File: config.mk
export PLATFORM = sky130hd
export DESIGN_NAME = alu_rr_arbiter
export DESIGN_NICKNAME = d
export VERILOG_FILES = /design/src/rtl/alu_rr_arbiter.sv
export SDC_FILE = /design/constraint.sdc
export NUM_CORES = 1
export LEC_CHECK = 0
export CAP_MARGIN = 20
export CORE_ASPECT_RATIO = 1.25
export CORE_MARGIN = 4
export CORE_UTILIZATION = 38
export CTS_BUF_LIST = sky130_fd_sc_hd__clkbuf_4 sky130_fd_sc_hd__clkbuf_8
export CTS_CLUSTER_DIAMETER = 80
export CTS_CLUSTER_SIZE = 10
export DETAILED_ROUTE_END_ITERATION = 8
export GPL_TIMING_DRIVEN = 0
export HOLD_SLACK_MARGIN = 0.1
export PLACE_DENSITY = 0.87
export SLEW_MARGIN = 10
export SYNTH_ARGS = -nofsm -noshare
export SYNTH_HDL_FRONTEND = slang
export SYNTH_SLANG_ARGS = --single-unit
File: constraint.sdc
create_clock -name clk -period 1.9 [get_ports clk]
set_input_delay 0.57 -clock clk [delete_from_list [all_inputs] [get_ports clk]]
set_output_delay 0.57 -clock clk [all_outputs]
set_load 0.005 [all_outputs]
File: src/rtl/alu_rr_arbiter.sv
// alu_rr_arbiter: shares one combinational ALU between two issuers
// with round-robin grant and valid/ready request/response handshakes.
//
// Ports:
//   clk, rst            rising-edge clock, synchronous active-high reset
//   req{0,1}_*          request channel: valid/ready, op1, op2, sel
//   rsp{0,1}_valid/rdy  response handshake per channel
//   rsp_result, rsp_*   registered ALU result and flags (shared)
//   alu_*               to/from the external combinational ALU
//   busy                high while an operation is in EXEC or RESP
module alu_rr_arbiter #(
    parameter int WIDTH = 32,
    parameter int SEL_W = 4
) (
    input  logic             clk,
    input  logic             rst,
    input  logic             req0_valid,
    output logic             req0_ready,
    input  logic [WIDTH-1:0] req0_op1,
    input  logic [WIDTH-1:0] req0_op2,
    input  logic [SEL_W-1:0] req0_sel,
    input  logic             req1_valid,
    output logic             req1_ready,
    input  logic [WIDTH-1:0] req1_op1,
    input  logic [WIDTH-1:0] req1_op2,
    input  logic [SEL_W-1:0] req1_sel,
    output logic             rsp0_valid,
    input  logic             rsp0_ready,
    output logic             rsp1_valid,
    input  logic             rsp1_ready,
    output logic [WIDTH-1:0] rsp_result,
    output logic             rsp_zero,
    output logic             rsp_carry,
    output logic             rsp_overflow,
    output logic [WIDTH-1:0] alu_op1,
    output logic [WIDTH-1:0] alu_op2,
    output logic [SEL_W-1:0] alu_sel,
    input  logic [WIDTH-1:0] alu_out,
    input  logic             alu_zero,
    input  logic             alu_carry,
    input  logic             alu_overflow,
    output logic             busy
);

    typedef enum logic [1:0] {
        IDLE = 2'd0,
        EXEC = 2'd1,
        RESP = 2'd2
    } state_t;

    state_t           state_q, state_d;
    logic             last_q, last_d;
    logic             id_q, id_d;
    logic [WIDTH-1:0] op1_q, op1_d;
    logic [WIDTH-1:0] op2_q, op2_d;
    logic [SEL_W-1:0] sel_q, sel_d;
    logic [WIDTH-1:0] res_q, res_d;
    logic             zero_q, zero_d;
    logic             carry_q, carry_d;
    logic             ovf_q, ovf_d;
    logic             v0_q, v0_d;
    logic             v1_q, v1_d;
    logic             busy_q, busy_d;
    logic             gnt0, gnt1;
    logic             rsp_hs;

    // last_q==1 means ch1 was served last, so ch0 wins a tie.
    always_comb begin
        gnt1 = req1_valid && (!req0_valid || !last_q);
        gnt0 = req0_valid && !gnt1;
    end

    assign req0_ready = (state_q == IDLE) && gnt0;
    assign req1_ready = (state_q == IDLE) && gnt1;
    assign rsp_hs     = id_q ? rsp1_ready : rsp0_ready;

    always_comb begin
        state_d = state_q;
        last_d  = last_q;
        id_d    = id_q;
        op1_d   = op1_q;
        op2_d   = op2_q;
        sel_d   = sel_q;
        res_d   = res_q;
        zero_d  = zero_q;
        carry_d = carry_q;
        ovf_d   = ovf_q;
        v0_d    = v0_q;
        v1_d    = v1_q;
        busy_d  = busy_q;
        unique case (state_q)
            IDLE: begin
                if (gnt0 || gnt1) begin
                    op1_d   = gnt1 ? req1_op1 : req0_op1;
                    op2_d   = gnt1 ? req1_op2 : req0_op2;
                    sel_d   = gnt1 ? req1_sel : req0_sel;
                    id_d    = gnt1;
                    last_d  = gnt1;
                    state_d = EXEC;
                    busy_d  = 1'b1;
                end
            end
            EXEC: begin
                res_d   = alu_out;
                zero_d  = alu_zero;
                carry_d = alu_carry;
                ovf_d   = alu_overflow;
                v0_d    = !id_q;
                v1_d    = id_q;
                state_d = RESP;
            end
            RESP: begin
                if (rsp_hs) begin
                    v0_d    = 1'b0;
                    v1_d    = 1'b0;
                    state_d = IDLE;
                    busy_d  = 1'b0;
                end
            end
            default: begin
                state_d = IDLE;
                v0_d    = 1'b0;
                v1_d    = 1'b0;
                busy_d  = 1'b0;
            end
        endcase
    end

    always_ff @(posedge clk) begin
        if (rst) begin
            state_q <= IDLE;
            last_q  <= 1'b1;
            id_q    <= 1'b0;
            op1_q   <= '0;
            op2_q   <= '0;
            sel_q   <= '0;
            res_q   <= '0;
            zero_q  <= 1'b0;
            carry_q <= 1'b0;
            ovf_q   <= 1'b0;
            v0_q    <= 1'b0;
            v1_q    <= 1'b0;
            busy_q  <= 1'b0;
        end else begin
            state_q <= state_d;
            last_q  <= last_d;
            id_q    <= id_d;
            op1_q   <= op1_d;
            op2_q   <= op2_d;
            sel_q   <= sel_d;
            res_q   <= res_d;
            zero_q  <= zero_d;
            carry_q <= carry_d;
            ovf_q   <= ovf_d;
            v0_q    <= v0_d;
            v1_q    <= v1_d;
            busy_q  <= busy_d;
        end
    end

    // ALU inputs simply hold the last latched operation.
    assign alu_op1      = op1_q;
    assign alu_op2      = op2_q;
    assign alu_sel      = sel_q;
    assign rsp0_valid   = v0_q;
    assign rsp1_valid   = v1_q;
    assign rsp_result   = res_q;
    assign rsp_zero     = zero_q;
    assign rsp_carry    = carry_q;
    assign rsp_overflow = ovf_q;
    assign busy         = busy_q;

endmodule

==> results of run 1 <==
==> stage by stage <==
step | util | total power (uW) | hold WS (ns)
5_1_grt | 0.678 | 6470 | 0.483
3_5_place_dp | 0.650 | 4590 | 0.445
2_1_floorplan | - | 3480 | 0.453
3_3_place_gp | 0.650 | 4560 | 0.441
4_1_cts | 0.676 | 6210 | 0.460
6_report | 0.678 | 6180 | 0.459
==> synth_stat cells, types with 2 or more instances <==
| library cell | count |
|---|---|
| dfxtp_1 | 110 |
| a21oi_1 | 108 |
| buf_6 | 3 |
| nand2b_1 | 2 |
| nor2b_1 | 4 |
| buf_2 | 18 |
| a311oi_1 | 59 |
| clkbuf_1 | 36 |
| nor2_1 | 3 |
| a211oi_1 | 3 |
| buf_1 | 2 |
| nand2_1 | 206 |
| a311oi_2 | 9 |
==> critical path: stages (launching register included) <==
cell and delay [ns]:
dfxtp_4 0.35, or3b_4 0.40, nor2_2 0.08, buf_2 0.13
==> state kept, by name, indices dropped and copies added (netlist names), 2 cells and up <==
signal,count
alu_op2,32
alu_sel,4
rsp_result,32
alu_op1,32
state_q,2
==> cell type report <==
cell class              instances  area [um^2]  area share
clock buffers                  10          138      0.0173
well taps                     161          201      0.0253
inverters                       1         3.75    0.000472
repair buffers                290         2870       0.361
plain buffers                  58          290      0.0365
multi-input cells             404         2140       0.269
clock inverters                 6         90.1      0.0113
flip-flops and latches        110         2220       0.279
==> path summary, 6_finish.rpt <==
check	depth (start not counted)	end	start
worst max-delay path	3	req0_ready	state_q[0]
worst min-delay path	2	rsp_result[23]	rsp_result[23]
worst max register to register	6	alu_op2[8]	state_q[1]
worst min register to register	2	rsp_result[23]	rsp_result[23]
==> power breakdown <==
part | leakage, uW | switching [uW] | total (uW) | internal [uW]
registers | 0.000911 | 141 | 2700 | 2560
logic | 0.00197 | 806 | 1870 | 1060
clock network | 0.000113 | 818 | 1610 | 787
==> logic make-up after synthesis <==
| family | Yosys count | share of synthesized area |
|---|---|---|
| buf+inv | 60 | 0.0589 |
| compound gates | 185 | 0.276 |
| simple gates | 219 | 0.185 |
| flops | 110 | 0.480 |
==> metal layers <==
metal	up-vias	share of wire
met5	-	0
met1	2492	0.37
met2	253	0.53
met4	0	0.019
met3	26	0.082
li1	2614	-
==> cells in the final DEF, fill, tap and decap left out, types with 3 or more instances in the layout <==
master           count
clkbuf_8            11
clkbuf_1            30
buf_4                7
a211oi_1             3
a311oi_2             9
nor2b_1              4
dfxtp_4              3
clkdlybuf4s50_1    276
dlymetal6s2s_1       3
buf_6                3
a21oi_1            108
dfxtp_1            105
buf_2               21
a311oi_1            59
clkbuf_2             6
nand2_1            206
==> what timing repair did <==
item,CTS,global route
pin swaps,2,1
buffers inserted,7,0
endpoints found under the setup margin,72,51
gates cloned,0,0
resized for setup,31,18
==> flow_summary.rst, run 1 <==
.. list-table::
   :header-rows: 1

   * - Metric
     - Value
   * - Data arrival time of the worst path
     - 1.33 ns
   * - Area of the die
     - 13900 um^2
   * - Cells after Synth
     - 574
   * - Post-placement cell area
     - 7630 um^2
   * - Initial antenna violation count
     - 0
   * - Transition time of the tightest slew-check pin
     - 0.665 ns
   * - Clock root cell
     - clkbuf_8
   * - Register bit count reported by yosys
     - 110
   * - Quantity of I/O buffers inserted on ports
     - 283
   * - Grt peak-use layer
     - met2
   * - Final weighted congestion in routability-driven placement
     - 0.823
   * - Number of placed cells counting well taps
     - 1018
   * - Post-Route WL
     - 17900 um
   * - Final worst path period share
     - 0.998
   * - Clock latency on the worst-skew pair
     - 0.36 ns
   * - Vias/cell
     - 5.18
   * - Inserted Clock Buffers
     - 9
   * - GR Layer Usage met1
     - 0.254
   * - Number of inserted filler cells in the final layout
     - 932
   * - First-pass GRT wire length
     - 26400 um
   * - Diodes inserted
     - 0
   * - Post-synth EDFFs
     - 0
   * - Result of the run
     - complete, no violations
   * - Die Y-Extent
     - 131 um
   * - Site Rows
     - 44
   * - Overall global routing resource usage
     - 0.240
   * - Floorplan die width
     - 106 um
   * - Synthesis Warnings
     - 0
   * - Synthesized area per cell
     - 8.00 um^2
   * - Number of max-slew violations in the final report
     - 0
   * - Number of violations reported at the end of detailed-routing iteration 0
     - 257
   * - Post-route worst setup slack
     - 0.00296 ns
   * - Async S/R FF share, synth
     - 0
   * - Layout Nets
     - 1051
   * - Final instance count without filler cells
     - 1040
   * - Total negative slack
     - 0 ns
   * - P per Cell Area
     - 777 nW/um^2
   * - H-tree Lvls
     - 3
   * - Critical path start-end classification
     - reg2out
   * - Sequential-to-total area share from yosys stat
     - 0.480
   * - Highest Clock Rate
     - 0.527 GHz
   * - Worst Clk Skew
     - 0.00815 ns
   * - Tmin final
     - 1.90 ns
   * - Congestion Overflow GR
     - 0
   * - Setup crit end kind
     - output pin
   * - Relative slew slack
     - 0.557
   * - Placed wire-length estimate after detailed placement
     - 13700 um
   * - Count of max-cap constraint violations
     - 0
   * - Minimum setup slack after placement
     - -1.18 ns
   * - Post-detailed-route count of antenna-violating nets
     - 0
   * - Iteration count of the initial detailed-routing pass
     - 5
   * - Wire per inst
     - 17.2 um
   * - Total setup violations reported at the end of the flow
     - 0
   * - Final hold violations
     - 0
   * - Clock Sinks
     - 110
   * - Post-synth top area share
     - 0.480
   * - Std-Cell Core Area
     - 11700 um^2
   * - Via count
     - 5385
   * - DRC errors left
     - 0
   * - Maximum vdd ir drop
     - 0.517 mV
   * - Max Fanout on Critical Path
     - 2
   * - Number of distinct library cell variants in the gate-level netlist after synthesis
     - 24
   * - Area of the mapped netlist
     - 4590 um^2
   * - Via count of the first global-routing pass
     - 5211
   * - Clock-pin slew reported for the worst setup and hold paths after clock tree synthesis
     - 0.10 ns
   * - Most frequently used flop master after synthesis
     - dfxtp_1
   * - Yosys top cell by area
     - dfxtp_1
   * - Maximum buffer depth of the clock tree
     - 2
   * - Reg2Reg Setup Slack
     - 0.22 ns
   * - Cell types with the largest area share after synthesis
     - dfxtp_1, nand2_1, a21oi_1, a311oi_1, a311oi_2
   * - CTS Hold Bufs
     - 0
   * - Initial standard-cell utilization of the core
     - 0.392
   * - Worst Path Required
     - 1.33 ns
   * - Standby leakage power
     - 0.00299 uW
   * - Hold Path Class
     - reg2reg
   * - Element type at the critical path start
     - register
   * - Global routing usage on met2
     - 0.455
   * - Number of nets in the synthesized netlist
     - 751
   * - Maximum number of pins on one net before global-route repair
     - 19
   * - Proportion of layout cells with a drive suffix above 1
     - 0.0853
   * - Met3 usage in global routing
     - 0.0727
   * - Area added between synthesis and finish
     - 73.2%
   * - RSZ-0062 raised after global routing
     - true
   * - Clock tree from TritonCTS
     - yes
   * - Area of all placed cells without fillers
     - 7960 um^2
   * - Ports
     - 285
No activity file was read; power rests on OpenSTA's default activity.
==> run 2, diff against run 1 <==
--- a/config.mk
+++ b/config.mk
@@ -5,6 +5,7 @@
 export SDC_FILE = /design/constraint.sdc
 export NUM_CORES = 1
 export LEC_CHECK = 0
+export ABC_AREA = 1
 export CAP_MARGIN = 20
 export CORE_ASPECT_RATIO = 1.25
 export CORE_MARGIN = 4
==> run 2 against run 1 <==
  * Largest cell class unchanged
  * Wire length shrank 5.6%
  * Critical path depth shrank 2
  * Clock power grew 5%
==> flow_summary.rst, run 2 <==
.. list-table::
   :header-rows: 1

   * - Metric
     - Value
   * - Cells after Synth
     - 707 (+23%)
   * - Iteration count of the initial detailed-routing pass
     - 6 (+1)
   * - Initial standard-cell utilization of the core
     - 0.386 (-0.00565)
   * - RSZ-0062 raised after global routing
     - false
   * - Origin of the critical flop-to-flop path
     - state_q[1]
   * - Number of cells on the critical path
     - 1 (-2)
   * - Overall global routing resource usage
     - 0.232 (-0.00838)
   * - Total area of sequential cells
     - 2200 um^2 (-0.51%)
   * - Area of the mapped netlist
     - 4670 um^2 (+1.7%)
   * - Synthesized area per cell
     - 6.61 um^2 (-17%)
   * - P per Cell Area
     - 786 nW/um^2 (+1.2%)
   * - Area of the die
     - 14100 um^2 (+1.6%)
   * - Vias/cell
     - 4.60 (-11%)
   * - Via count
     - 5399 (+0.26%)
   * - Multi-input gate area
     - 2210 um^2 (+3.0%)
   * - Post-synth top area share
     - 0.471 (-0.00822)
   * - Max Fanout on Critical Path
     - 2 (unchanged)
   * - Number of distinct library cell variants in the gate-level netlist after synthesis
     - 15 (-38%)
   * - Maximum buffer depth of the clock tree
     - 2 (unchanged)
   * - Highest Clock Rate
     - 0.537 GHz (+1.9%)
   * - Worst path buffer plus inverter count
     - 1 (unchanged)
   * - Clock tree from TritonCTS
     - yes
   * - Setup crit end kind
     - output pin
   * - Tmin final
     - 1.86 ns (-0.0355 ns)
   * - Category of cells accounting for the largest share of critical-path delay
     - buffers and inverters
   * - Ports
     - 285 (unchanged)
   * - Number of violations reported at the end of detailed-routing iteration 0
     - 170 (-34%)
   * - Std-Cell Core Area
     - 12100 um^2 (+3.2%)
   * - Commonest cells after routing, fill and taps aside
     - clkdlybuf4s50_1, nand2_1, nor2_1, dfxtp_1, o21ai_0
   * - Most common cell in the synthesized netlist
     - nand2_1
   * - Number of inserted filler cells in the final layout
     - 1089 (+17%)
   * - Total setup violations reported at the end of the flow
     - 0 (unchanged)
   * - Final weighted congestion in routability-driven placement
     - 0.837 (+1.6%)
   * - Final hold violations
     - 0 (unchanged)
   * - Proportion of layout cells with a drive suffix above 1
     - 0.0683 (-0.0170)
   * - Most common cell after layout, fill and taps aside
     - clkdlybuf4s50_1
   * - Layout Nets
     - 1182 (+12%)
   * - Number of nets in the synthesized netlist
     - 884 (+18%)
   * - Transition time of the tightest slew-check pin
     - 0.402 ns (-0.262 ns)
   * - Total negative slack
     - 0 ns (unchanged)
   * - Diodes inserted
     - 0 (unchanged)
   * - Post-synth EDFFs
     - 0 (unchanged)
   * - Data arrival time of the worst path
     - 1.29 ns (-0.04 ns)
   * - Reg2Reg Setup Slack
     - 0.41 ns (+0.19 ns)
   * - Floorplan die width
     - 107 um (+0.80%)
   * - Quantity of I/O buffers inserted on ports
     - 284 (+0.35%)
   * - Critical path origin
     - alu_op1[1]
   * - Cell types with the largest area share after synthesis
     - dfxtp_1, nand2_1, nor2_1, o21ai_0, buf_2
   * - Relative slew slack
     - 0.732 (+0.175)
   * - Worst R2R End
     - alu_op2[25]
   * - Maximum vdd ir drop
     - 0.506 mV (-2.0%)
   * - Ranking of synthesized cells by instance count
     - nand2_1, nor2_1, dfxtp_1, o21ai_0, buf_2
   * - Inserted Clock Buffers
     - 9 (unchanged)
   * - Max incr delay on CP
     - 0.54 ns (+0.14 ns)
   * - Worst Path Required
     - 1.33 ns (about the same)
   * - DRC errors left
     - 0 (unchanged)
   * - Site Rows
     - 45 (+2.3%)
   * - Clock Sinks
     - 110 (unchanged)
   * - Critical-path cell with the highest stage delay
     - clkdlybuf4s50_1
   * - Congestion Overflow GR
     - 0 (unchanged)
   * - First-pass GRT wire length
     - 26000 um (-1.3%)
   * - Depth of the most critical reg-to-reg path
     - 8 (+2)
   * - Worst Clk Skew
     - 0.00839 ns (+0.000241 ns)
   * - H-tree Lvls
     - 3 (unchanged)
   * - Worst setup path endpoint
     - alu_op1[1]
   * - Most frequently used flop master after synthesis
     - dfxtp_1
   * - Maximum number of pins on one net before global-route repair
     - 19 (unchanged)
   * - Result of the run
     - complete, no violations
   * - Die Y-Extent
     - 132 um (+0.82%)
   * - Number of max-slew violations in the final report
     - 0 (unchanged)
   * - Clock latency on the worst-skew pair
     - 0.36 ns (about the same)
   * - Synthesis Warnings
     - 0 (unchanged)
   * - Register bit count reported by yosys
     - 110 (unchanged)
   * - Critical path cell sequence
     - clkdlybuf4s50_1
   * - Hold Slack
     - 0.467 ns (+0.00746 ns)
   * - Count of max-cap constraint violations
     - 0 (unchanged)
   * - Clock root cell
     - clkbuf_8
   * - Element type at the critical path start
     - register
   * - Placed wire-length estimate after detailed placement
     - 13400 um (-1.9%)
   * - Standby leakage power
     - 0.00347 uW (+16%)
   * - Hold Path Class
     - reg2reg
   * - Async S/R FF share, synth
     - 0 (unchanged)
   * - Final worst path period share
     - 0.980 (-0.0187)
   * - Critical path start-end classification
     - reg2out
   * - Wire per inst
     - 14.4 um (-16%)
   * - Post-detailed-route count of antenna-violating nets
     - 0 (unchanged)
   * - Sequential-to-total area share from yosys stat
     - 0.471 (-0.00822)
   * - Yosys top cell by area
     - dfxtp_1
   * - Initial antenna violation count
     - 1 (+1)
   * - Clock-pin slew reported for the worst setup and hold paths after clock tree synthesis
     - 0.10 ns (about the same)
   * - Post-Route WL
     - 16900 um (-5.6%)
   * - Area added between synthesis and finish
     - 71.2%
   * - Via count of the first global-routing pass
     - 5153 (-1.1%)
   * - Min-Delay Path Depth
     - 2 (unchanged)
==> run 2: what timing repair did <==
item                                    4_1_cts  5_1_grt
pin swaps                                     2        1
buffers inserted                              3        0
hold buffers                                  0        0
endpoints found under the setup margin        3       40
resized for setup                            20       13
==> run 2: logic make-up (layout without fill, tap and decap cells) <==
logic type,Yosys count,after routing,synth area share
buffers and inverters,54,357,0.0589
AO/OA/AOI/OAI,108,108,0.116
flip-flops,110,110,0.471
AND/OR/NAND/NOR,435,435,0.354
==> run 2: worst min-delay path by stage <==
stage	start	end	slack, ns
after floorplan	last_q	last_q	0.44
after CTS	rsp1_valid	rsp1_valid	0.47
final	rsp1_valid	rsp1_valid	0.47
after global placement	rsp1_valid	rsp1_valid	0.46
after detailed placement	rsp1_valid	rsp1_valid	0.45
after global routing	rsp1_valid	rsp1_valid	0.49
==> run 2: tightest hold or removal path, cell delays in order, from the launching register on <==
cell and delay [ns]:
dfxtp_1 0.32, nand2_1 0.06, a21oi_1 0.05
==> run 2: routing by layer <==
metal / vias to the layer above / global-route usage / routed length (um)
met5: - / 0 / 20
met1: 2384 / 0.244 / 6270
met3: 24 / 0.0622 / 1410
met4: 2 / 0.0746 / 377
met2: 196 / 0.438 / 8830
li1: 2793 / - / -
==> run 2: final cells by class <==
type	instances	share of cell area
timing repair buffer	287	0.356
multi-input combinational	543	0.276
sequential	110	0.276
buffer	45	0.0318
tap	164	0.0257
clock buffer	9	0.0155
clock inverter	7	0.0150
inverter	9	0.00454
==> run 2: power breakdown <==
part	leakage, uW	switching [uW]	total, uW	internal, uW
Sequential	0.000911	139	2720	2580
Combinational	0.00244	810	1870	1060
Clock	0.000120	811	1690	881
==> run 2: stage by stage <==
step	cells	utilization	worst slack [ns]	total power, uW	area (um^2)
after floorplan	707	-	0.195	3500	4670
after global placement	1155	0.638	-1.20	4600	7720
after detailed placement	1155	0.638	-1.23	4640	7720
after CTS	1174	0.661	0.00477	6350	8000
after global routing	1174	0.661	0.00127	6640	8000
final	1174	0.661	0.0385	6280	8000
